$ cat config.mk
export PLATFORM = sky130hd
export DESIGN_NAME = pipe_power_sequencer
export DESIGN_NICKNAME = d
export VERILOG_FILES = /design/src/rtl/pipe_pkg.sv /design/src/rtl/pipe_seq_timer.sv /design/src/rtl/pipe_power_sequencer.sv
export SDC_FILE = /design/constraint.sdc
export NUM_CORES = 1
export LEC_CHECK = 0
export CAP_MARGIN = 20
export CORE_MARGIN = 2
export CORE_UTILIZATION = 40
export CTS_BUF_LIST = sky130_fd_sc_hd__clkbuf_8
export DETAILED_ROUTE_END_ITERATION = 12
export GPL_TIMING_DRIVEN = 0
export PLACE_DENSITY = 0.88
export SLEW_MARGIN = 20
export SYNTH_ARGS = -nofsm -noshare
export SYNTH_HDL_FRONTEND = slang
export SYNTH_SLANG_ARGS = --single-unit
$ cat constraint.sdc
create_clock -name pclk -period 1.7 [get_ports pclk]
set_input_delay 0.34 -clock pclk [delete_from_list [all_inputs] [get_ports pclk]]
set_output_delay 0.34 -clock pclk [all_outputs]
set_load 0.02 [all_outputs]
$ cat src/rtl/pipe_pkg.sv
// pipe_pkg
// Shared definitions for the PIPE power/receiver-detect sequencer:
//   - PIPE PowerDown encodings PD_P0 / PD_P0S / PD_P1 / PD_P2
//   - RXSTAT_DETECTED, the RxStatus code reported for a detected receiver
//   - seq_state_t, the sequencer state enumeration
//   - pd_from_target(), maps the 2-bit LTSSM target onto the 4-bit PowerDown bus
package pipe_pkg;

  localparam logic [3:0] PD_P0  = 4'd0;
  localparam logic [3:0] PD_P0S = 4'd1;
  localparam logic [3:0] PD_P1  = 4'd2;
  localparam logic [3:0] PD_P2  = 4'd3;

  localparam logic [2:0] RXSTAT_DETECTED = 3'b011;

  typedef enum logic [2:0] {
    RST_WAIT   = 3'd0,
    IDLE       = 3'd1,
    PWR_WAIT   = 3'd2,
    DET_ASSERT = 3'd3,
    DET_WAIT   = 3'd4,
    DET_DONE   = 3'd5
  } seq_state_t;

  function automatic logic [3:0] pd_from_target(input logic [1:0] target);
    return {2'b00, target};
  endfunction

endpackage

$ cat src/rtl/pipe_seq_timer.sv
// pipe_seq_timer
// PhyStatus wait-timeout counter. Exists only when PIPE_SEQ_TIMEOUT_EN is
// defined; the default build has no timer at all.
// Ports:
//   pclk      in  PIPE clock
//   reset_n   in  asynchronous active-low reset
//   i_clear   in  hold the count at zero (sequencer not waiting)
//   i_run     in  sequencer is waiting for PhyStatus; count one per cycle
//   o_expire  out high in the wait cycle at whose end the count reaches
//                 TIMEOUT_CYCLES
`ifdef PIPE_SEQ_TIMEOUT_EN
module pipe_seq_timer #(
  parameter int TIMEOUT_CYCLES = 1024
) (
  input  logic pclk,
  input  logic reset_n,
  input  logic i_clear,
  input  logic i_run,
  output logic o_expire
);

  localparam int CNT_W = $clog2(TIMEOUT_CYCLES + 1);
  localparam logic [CNT_W-1:0] CNT_MAX  = CNT_W'(TIMEOUT_CYCLES);
  localparam logic [CNT_W-1:0] CNT_LAST = CNT_W'(TIMEOUT_CYCLES - 1);

  logic [CNT_W-1:0] r_cnt;

  always_ff @(posedge pclk or negedge reset_n) begin
    if (!reset_n) begin
      r_cnt <= '0;
    end else if (i_clear) begin
      r_cnt <= '0;
    end else if (i_run && (r_cnt != CNT_MAX)) begin
      r_cnt <= r_cnt + 1'b1;
    end
  end

  // The count reaches TIMEOUT_CYCLES on the edge closing this cycle, so the
  // sequencer leaves the wait on that same edge.
  assign o_expire = i_run && (r_cnt == CNT_LAST);

endmodule
`endif

$ cat src/rtl/pipe_power_sequencer.sv
// pipe_power_sequencer
// Sequences PIPE power-state changes and receiver detection for all lanes in
// lockstep on behalf of the LTSSM. Each request is completed on the PHY's
// shared PhyStatus handshake and acknowledged with a one-cycle done pulse.
// Optional feature: define PIPE_SEQ_TIMEOUT_EN to abort a PhyStatus wait
// after TIMEOUT_CYCLES cycles (seq_error pulse plus the matching done pulse).
// Ports:
//   pclk, reset_n        PIPE clock, asynchronous active-low reset
//   pwr_req, pwr_target  level power-change request and target (0=P0..3=P2)
//   det_req              level receiver-detect request
//   elecidle_req         LTSSM transmitter electrical-idle request
//   PhyStatus, RxStatus  PHY completion strobe and per-lane status (3b/lane)
//   PowerDown, TxDetectRx_Loopback, TxElecIdle   PIPE controls to the PHY
//   busy                 sequencer not in IDLE
//   pwr_done, det_done   one-cycle completion pulses
//   det_result           per-lane receiver present, valid from det_done
//   seq_error            one-cycle timeout pulse (tied 0 without the timer)
module pipe_power_sequencer
  import pipe_pkg::*;
#(
  parameter int NUM_LANES      = 4,
  parameter int TIMEOUT_CYCLES = 1024
) (
  input  logic                   pclk,
  input  logic                   reset_n,
  input  logic                   pwr_req,
  input  logic [1:0]             pwr_target,
  input  logic                   det_req,
  input  logic                   elecidle_req,
  input  logic                   PhyStatus,
  input  logic [3*NUM_LANES-1:0] RxStatus,
  output logic [3:0]             PowerDown,
  output logic                   TxDetectRx_Loopback,
  output logic                   TxElecIdle,
  output logic                   busy,
  output logic                   pwr_done,
  output logic                   det_done,
  output logic [NUM_LANES-1:0]   det_result,
  output logic                   seq_error
);

  seq_state_t             r_state;
  seq_state_t             w_state_nxt;
  logic [3:0]             r_powerdown,  w_powerdown_nxt;
  logic                   r_txdet,      w_txdet_nxt;
  logic                   r_pwr_done,   w_pwr_done_nxt;
  logic                   r_det_done,   w_det_done_nxt;
  logic                   r_seq_error,  w_seq_error_nxt;
  logic                   r_det_pend,   w_det_pend_nxt;
  logic [NUM_LANES-1:0]   r_det_result, w_det_result_nxt;
  logic                   r_eidle;
  logic [NUM_LANES-1:0]   w_det_hit;
  logic [3:0]             w_target_pd;
  logic                   w_waiting;
  logic                   w_done_out;
  logic                   w_tmo_expire;

  assign w_target_pd = pd_from_target(pwr_target);
  assign w_waiting   = (r_state == PWR_WAIT) || (r_state == DET_WAIT);
  // A requester only drops its level request after seeing done, so no new
  // request is taken while a done pulse is on the outputs.
  assign w_done_out  = r_pwr_done || r_det_done;

  always_comb begin
    w_det_hit = '0;
    for (int i = 0; i < NUM_LANES; i++) begin
      w_det_hit[i] = (RxStatus[3*i +: 3] == RXSTAT_DETECTED);
    end
  end

`ifdef PIPE_SEQ_TIMEOUT_EN
  pipe_seq_timer #(
    .TIMEOUT_CYCLES (TIMEOUT_CYCLES)
  ) u_timer (
    .pclk     (pclk),
    .reset_n  (reset_n),
    .i_clear  (!w_waiting),
    .i_run    (w_waiting),
    .o_expire (w_tmo_expire)
  );
`else
  // Without the timer a PhyStatus wait never expires; the parameter stays
  // referenced so both builds share one parameter list.
  assign w_tmo_expire = (TIMEOUT_CYCLES < 0);
`endif

  // State register
  always_ff @(posedge pclk or negedge reset_n) begin
    if (!reset_n) begin
      r_state <= RST_WAIT;
    end else begin
      r_state <= w_state_nxt;
    end
  end

  // Next-state logic
  always_comb begin
    w_state_nxt = r_state;
    case (r_state)
      RST_WAIT: begin
        if (!PhyStatus) w_state_nxt = IDLE;
      end
      IDLE: begin
        if (!w_done_out) begin
          if (det_req) begin
            w_state_nxt = (r_powerdown == PD_P1) ? DET_ASSERT : PWR_WAIT;
          end else if (pwr_req && (w_target_pd != r_powerdown)) begin
            w_state_nxt = PWR_WAIT;
          end
        end
      end
      PWR_WAIT: begin
        if (PhyStatus) begin
          w_state_nxt = r_det_pend ? DET_ASSERT : IDLE;
        end else if (w_tmo_expire) begin
          w_state_nxt = IDLE;
        end
      end
      DET_ASSERT: w_state_nxt = DET_WAIT;
      DET_WAIT: begin
        if (PhyStatus) begin
          w_state_nxt = DET_DONE;
        end else if (w_tmo_expire) begin
          w_state_nxt = IDLE;
        end
      end
      DET_DONE: w_state_nxt = IDLE;
      default:  w_state_nxt = RST_WAIT;
    endcase
  end

  // Output logic: next values of the registered PIPE controls and pulses
  always_comb begin
    w_powerdown_nxt  = r_powerdown;
    w_txdet_nxt      = r_txdet;
    w_det_result_nxt = r_det_result;
    w_det_pend_nxt   = r_det_pend;
    w_pwr_done_nxt   = 1'b0;
    w_det_done_nxt   = 1'b0;
    w_seq_error_nxt  = 1'b0;
    case (r_state)
      IDLE: begin
        if (!w_done_out) begin
          if (det_req) begin
            // Detect only runs from P1; get there first without pwr_done.
            if (r_powerdown != PD_P1) begin
              w_powerdown_nxt = PD_P1;
              w_det_pend_nxt  = 1'b1;
            end else begin
              w_txdet_nxt = 1'b1;
            end
          end else if (pwr_req) begin
            if (w_target_pd == r_powerdown) begin
              w_pwr_done_nxt = 1'b1;
            end else begin
              w_powerdown_nxt = w_target_pd;
            end
          end
        end
      end
      PWR_WAIT: begin
        if (PhyStatus) begin
          if (r_det_pend) begin
            w_txdet_nxt    = 1'b1;
            w_det_pend_nxt = 1'b0;
          end else begin
            w_pwr_done_nxt = 1'b1;
          end
        end else if (w_tmo_expire) begin
          w_seq_error_nxt = 1'b1;
          if (r_det_pend) begin
            w_det_pend_nxt   = 1'b0;
            w_det_done_nxt   = 1'b1;
            w_det_result_nxt = '0;
          end else begin
            w_pwr_done_nxt = 1'b1;
          end
        end
      end
      DET_WAIT: begin
        if (PhyStatus) begin
          w_txdet_nxt      = 1'b0;
          w_det_done_nxt   = 1'b1;
          w_det_result_nxt = w_det_hit;
        end else if (w_tmo_expire) begin
          w_seq_error_nxt  = 1'b1;
          w_txdet_nxt      = 1'b0;
          w_det_done_nxt   = 1'b1;
          w_det_result_nxt = '0;
        end
      end
      default: ;
    endcase
  end

  always_ff @(posedge pclk or negedge reset_n) begin
    if (!reset_n) begin
      r_powerdown  <= PD_P1;
      r_txdet      <= 1'b0;
      r_pwr_done   <= 1'b0;
      r_det_done   <= 1'b0;
      r_seq_error  <= 1'b0;
      r_det_pend   <= 1'b0;
      r_det_result <= '0;
      r_eidle      <= 1'b1;
    end else begin
      r_powerdown  <= w_powerdown_nxt;
      r_txdet      <= w_txdet_nxt;
      r_pwr_done   <= w_pwr_done_nxt;
      r_det_done   <= w_det_done_nxt;
      r_seq_error  <= w_seq_error_nxt;
      r_det_pend   <= w_det_pend_nxt;
      r_det_result <= w_det_result_nxt;
      r_eidle      <= elecidle_req;
    end
  end

  assign PowerDown           = r_powerdown;
  assign TxDetectRx_Loopback = r_txdet;
  assign busy                = (r_state != IDLE);
  assign pwr_done            = r_pwr_done;
  assign det_done            = r_det_done;
  assign det_result          = r_det_result;
  assign seq_error           = r_seq_error;
  // The LTSSM controls electrical idle only in P0/P0s outside a detect.
  assign TxElecIdle = (((r_powerdown == PD_P0) || (r_powerdown == PD_P0S)) &&
                       (r_state != DET_ASSERT) && (r_state != DET_WAIT)) ?
                      r_eidle : 1'b1;

endmodule

Yosys cells after proc, flatten, opt, wreduce, memory -nomap -nowiden
Index checks and enable logic that the tools add are counted.
{ "totals": {"wordCells": 86, "reg_bits": 16, "in_bits": 20, "output_inout_bits": 14} }
{ "op_classes": {"n_bitwise": 1, "n_reduce_logical": 15, "mux": 34, "eq_ne": 28} }
{ "op_table": {"columns": ["cell", "count"], "rows": [
  ["1-bit 2-to-1 mux", 19],
  ["3-bit by 2-bit equality test with 1-bit output (second input constant)", 6],
  ["3-bit 2-to-1 mux", 6],
  ["2-bit inequality test (second input constant)", 9],
  ["3-bit one-hot mux with 6 select lines", 1],
  ["4-bit 2-to-1 mux", 4],
  ["5-bit AND reduction", 3],
  ["7-bit AND reduction", 1],
  ["3-bit equality test (second input constant)", 2],
  ["3-bit inequality test (second input constant)", 2],
  ["2-bit by 4-bit equality test with 1-bit output", 1],
  ["4-bit by 1-bit equality test with 1-bit output (second input constant)", 1],
  ["4-bit by 2-bit equality test with 1-bit output (second input constant)", 1],
  ["4-bit logical NOT", 1],
  ["2-bit by 4-bit inequality test with 1-bit output", 1],
  ["4-bit by 2-bit inequality test with 1-bit output (second input constant)", 1],
  ["1-bit one-hot mux with 2 select lines", 2],
  ["2-bit nonzero test", 2],
  ["3-bit by 1-bit equality test with 1-bit output (second input constant)", 1],
  ["1-bit logical AND", 3],
  ["3-bit logical NOT", 1],
  ["3-bit by 1-bit inequality test with 1-bit output (second input constant)", 1],
  ["3-bit by 2-bit inequality test with 1-bit output (second input constant)", 1],
  ["1-bit one-hot mux with 3 select lines", 1],
  ["other kinds (6)", 7]
]} }

Logic depth before layout (Yosys ltp)
{ "logic_depth": {"ltp_word": 6, "mapped_depth": 6, "ltp_nobuf": 5} }

Worst setup path before layout
Ideal clock, no wire load.
{ "synth_timing": {"path_type": "reg-to-output", "startpoint": "register r_state[1]", "endpoint": "output TxElecIdle", "arrival_time_ns": 1.163, "path_slack_ns": 0.197, "n_path_buf": 1, "required_ns": 1.360, "path_stages_with_launch": 6, "path_cell_list": "dfrtp_1 -> buf_6 -> nor2b_1 -> nand2_1 -> o21ai_0 -> or3_1"} }
{ "synth_via": {"elab_chain_len": 4} }
{ "synth_rtl": {"columns": ["element", "line_no", "text"], "rows": [
  ["start, declared", "pipe_power_sequencer.sv:42", "seq_state_t r_state;"],
  ["start signal, assigned", "pipe_power_sequencer.sv:92", "r_state <= w_state_nxt;"],
  ["3-bit by 2-bit inequality test with 1-bit output", "pipe_power_sequencer.sv:227", "(r_state != DET_ASSERT) && (r_state != DET_WAIT)) ?"],
  ["1-bit logical AND", "pipe_power_sequencer.sv:226", "assign TxElecIdle = (((r_powerdown == PD_P0) || (r_powerdown == PD_P0S)) &&"],
  ["1-bit logical AND (*)", "pipe_power_sequencer.sv:227", null],
  ["1-bit 2-to-1 mux (*)", "pipe_power_sequencer.sv:227", null],
  ["end, declared", "pipe_power_sequencer.sv:34", "output logic TxElecIdle,"]
]} }
Mark *: on every way between the ends. The rest lies on a longest branch, timed or not.

Final worst setup path
Same ends and word-level chain as after synthesis.

==> metrics list <==
- Run status: finished, violations left
* Failing checks: negative setup slack
- Port Buf Inserts: 30
* Compound-Gate Fraction of Synth Area: 0.187
- Synthesis handed over a netlist of 81 instances.
- The root buffer cell chosen for the clock tree is sky130_fd_sc_hd__clkbuf_8.
* Standard-cell row count: 15
- Routed via count divided by cell count: slightly above 5
- Area of the core: 1760 um^2
- Worst-case setup margin in the final layout: -0.136 ns
* Xor/xnor cell area share of the yosys netlist: 0.0341
- Most used flip-flop cell after synthesis: sky130_fd_sc_hd__dfrtp_1
- Total Routed Length: 1920 um
- Headroom to the max-slew limit came out at 0.614.
- GR peak layer: met2
- CP endpoint kind: output port
- For this run, global-route usage on met2 was measured as 0.333.
- Peak ir drop on the vdd network: 0.987 mV
- Fill cell instance count of the final layout: 133
- Hold buffer count at CTS: 0
* Wire length of the first global-routing pass: approximately 3000 um
* Signal arrival time at the worst endpoint: 1.50 ns
- Worst-path clk slew: 0.06 ns
- Summed over all nets, the half-perimeter wirelength after detailed placement is 1400 um.
- Area fraction in and, or, nand and nor cells after synthesis: 0.242
- Final slew viol count: 0
- Reported max-cap violation count: 0
- In this run, synthesis produced a sequential element count of 14.
* Gpl congestion: between 0.7 and 0.8
* Sequential-to-total area share from yosys stat: 0.458
* Min Tclk post-route: approximately 1.8 ns
- For this run, the number of standard cells in the final layout without fillers is 146.
- For this run, the total global-route usage over all layers was measured as 0.191.
* Start of the worst register-to-register path: r_state[1]
- For this design the ratio of total power to cell area is 1620 nW/um^2.
- The synthesized netlist occupies a cell area of 771 um^2.
* Multiplexer area fraction after synthesis: 0
- Via count: between 700 and 800
- Via count of the first global-routing pass: 676
* Initial DRC Count: 10
- The synthesized netlist contains 34 unique library cells.
* Cells after DPL: 138
- The number of endpoints with negative hold slack in the final report was 0.
- Nature of the critical path startpoint: register
- Of the total synthesized cell area, the portion taken by full adders, half adders and majority gates is 0.
* Drt first pass iters: 4
- The tree built by TritonCTS fans out to 14 sinks.
* DR DRC count: 0
* Class of the worst hold path: input pin to asynchronous set/reset pin
- Leakage power: 0.527 nW
* Clock Skew: 0.00261 ns
* Height of the chip: about 48 um
- For this configuration, the core starts out at a cell density of 0.437.
- The critical path is of the register to output port type.
- Of all flip-flops after synthesis, the portion carrying an async set or reset was 1.00.
- FF-to-FF setup slack: ~0.25 ns
* Worst hold margin: 0.471 ns
- In this run the remaining antenna-violating nets after routing total 0.
- Buffers inserted during clock tree synthesis total 3.
* Final number of setup-violating endpoints: 1
- Data on the critical path is required at its endpoint by ~1.4 ns.
* Setup repair after global routing missed its margin: yes
- CTS tree: yes
- The floorplan step set the die width to 47.9 um.
- For met1 alone, demand over resource in global routing was 0.229.
- CTS Buffer Depth: 2
* DIE AREA: ~2300 um^2
- Setup total negative slack on the finished layout was measured at -0.136 ns.
* Combinational family with the most area after synthesis: simple AND/OR/NAND/NOR gates
- From synthesis to final layout, the design area changed by 56.8%.
* Number of enable flip-flop cells after synthesis: 0
- For the pin with the worst max-slew slack, the measured transition is 0.577 ns.
- Maximum number of pins on one net before global-route repair: 15
- The number of antenna violations at the first check in global routing was 0.
- The endpoint identified for the worst register-to-register timing path is TxDetectRx_Loopback.
* Share of layout cells above drive strength 1: 0.231
- Clock latency on the worst-skew pair: 0.24 ns
- Yosys printed 0 warnings.
* Grt met3 use: 0.0340
* Total Nets Final: 142
* H-tree depth: 1
- Post-synthesis average cell area: 9.52 um^2
- Diodes inserted: 0
- Remaining global-route overflow: 0
* Maximum operating frequency: 0.545 GHz
* Final clock period utilization by the worst path: 1.08
- In the final routed layout, each cell accounts on average for 13.1 um.
- The number of cells on the worst reg-to-reg path is 6.
- Top-level port count: 34
- Along the worst path, the maximum fanout reaches 4.
sequential cells by signal, indices dropped and copies added (netlist names):
name and cells:
PowerDown 2, TxDetectRx_Loopback 1, r_eidle 1, det_result 4, pwr_done 1, r_state 3
r_det_pend 1, det_done 1
metrics by stage:
stage	power [W]	setup slack, ns	util	cell area (um^2)
2_1_floorplan	0.00118	0.197	-	778
3_5_place_dp	0.00156	-0.308	0.629	1110
6_report	0.00196	-0.136	0.685	1210
4_1_cts	0.00191	-0.169	0.670	1180
3_3_place_gp	0.00153	-0.275	0.629	1110
5_1_grt	0.00209	-0.177	0.685	1210
placed cells by master (no fill, tap or decap), types with 2 or more instances in the layout:
master                            netlist  final
sky130_fd_sc_hd__xnor2_1                2      2
sky130_fd_sc_hd__o31ai_1                4      4
sky130_fd_sc_hd__buf_6                  1      2
sky130_fd_sc_hd__o22ai_1                2      2
sky130_fd_sc_hd__dfrtp_1               12     12
sky130_fd_sc_hd__nand2_1               13     12
sky130_fd_sc_hd__clkbuf_8               0      4
sky130_fd_sc_hd__buf_4                  4      8
sky130_fd_sc_hd__nand2b_1               5      5
sky130_fd_sc_hd__clkdlybuf4s50_1        0     27
sky130_fd_sc_hd__o32ai_1                2      2
sky130_fd_sc_hd__dfstp_2                2      2
sky130_fd_sc_hd__inv_1                  2      2
sky130_fd_sc_hd__buf_2                  1      2
sky130_fd_sc_hd__conb_1                 1      3
sky130_fd_sc_hd__nor2_1                 4      4
sky130_fd_sc_hd__a21oi_1                5      5
worst max path at each step:
stage                 end  slack (ns)        from
3_3_place_gp   TxElecIdle       -0.28  r_state[1]
3_5_place_dp   TxElecIdle       -0.31  r_state[1]
4_1_cts        TxElecIdle       -0.17  r_state[1]
2_1_floorplan  TxElecIdle        0.20  r_state[1]
5_1_grt        TxElecIdle       -0.18  r_state[1]
6_report       TxElecIdle       -0.14  r_state[1]
critical path, cell delays in order (launching register included):
cell and delay (ns):
sky130_fd_sc_hd__dfrtp_1 0.40, sky130_fd_sc_hd__buf_6 0.14, sky130_fd_sc_hd__nor2b_4 0.12, sky130_fd_sc_hd__nand2_2 0.06
sky130_fd_sc_hd__o21ai_2 0.06, sky130_fd_sc_hd__or3_4 0.33, sky130_fd_sc_hd__buf_6 0.14
synthesized netlist by cell type (all sizes together), types with 2 or more instances:
library cell	n	share of area
dfrtp	12	0.39
xnor2	2	0.023
a21oi	5	0.032
nand2b	5	0.041
o22ai	2	0.016
nor2	5	0.028
o32ai	2	0.023
and2b	2	0.021
nor2b	2	0.016
inv	3	0.015
o31ai	4	0.039
nand2	13	0.063
o21ai	3	0.019
buf	6	0.060
dfstp	2	0.068
nor3	2	0.019
per-layer routing:
metal  share of wire  vias to the layer above
met5               0                        -
li1                -                      356
met3           0.051                        2
met2            0.55                       29
met4          0.0052                        0
met1            0.39                      349
timing repair:
item / in CTS / in global routing
gates cloned: 0 / 0
resized for setup: 14 / 3
pin swaps: 1 / 1
endpoints found under the setup margin: 3 / 1
setup buffers: 2 / 2
cells by family after synthesis:
logic type      after synthesis
flops                        14
buf+inv                       9
simple gates                 33
xor+xnor                      3
compound gates               21
other cells                   1
power breakdown:
group | internal [W] | total (W) | switching [W]
clock | 0.000205 | 0.000310 | 0.000105
sequential | 0.000476 | 0.000600 | 0.000124
combinational | 0.000530 | 0.00105 | 0.000516
total | 0.00121 | 0.00196 | 0.000746
area by class of cell:
type                       instances  area, um^2  share of cell area
sequential                        14         353               0.292
multi-input combinational         60         387               0.320
inverter                           3        11.3             0.00932
clock buffer                       4        55.1              0.0455
buffer                             6        46.3              0.0383
timing repair buffer              34         325               0.269
tap                               25        31.3              0.0259
Power figures use the tool's default switching activity.
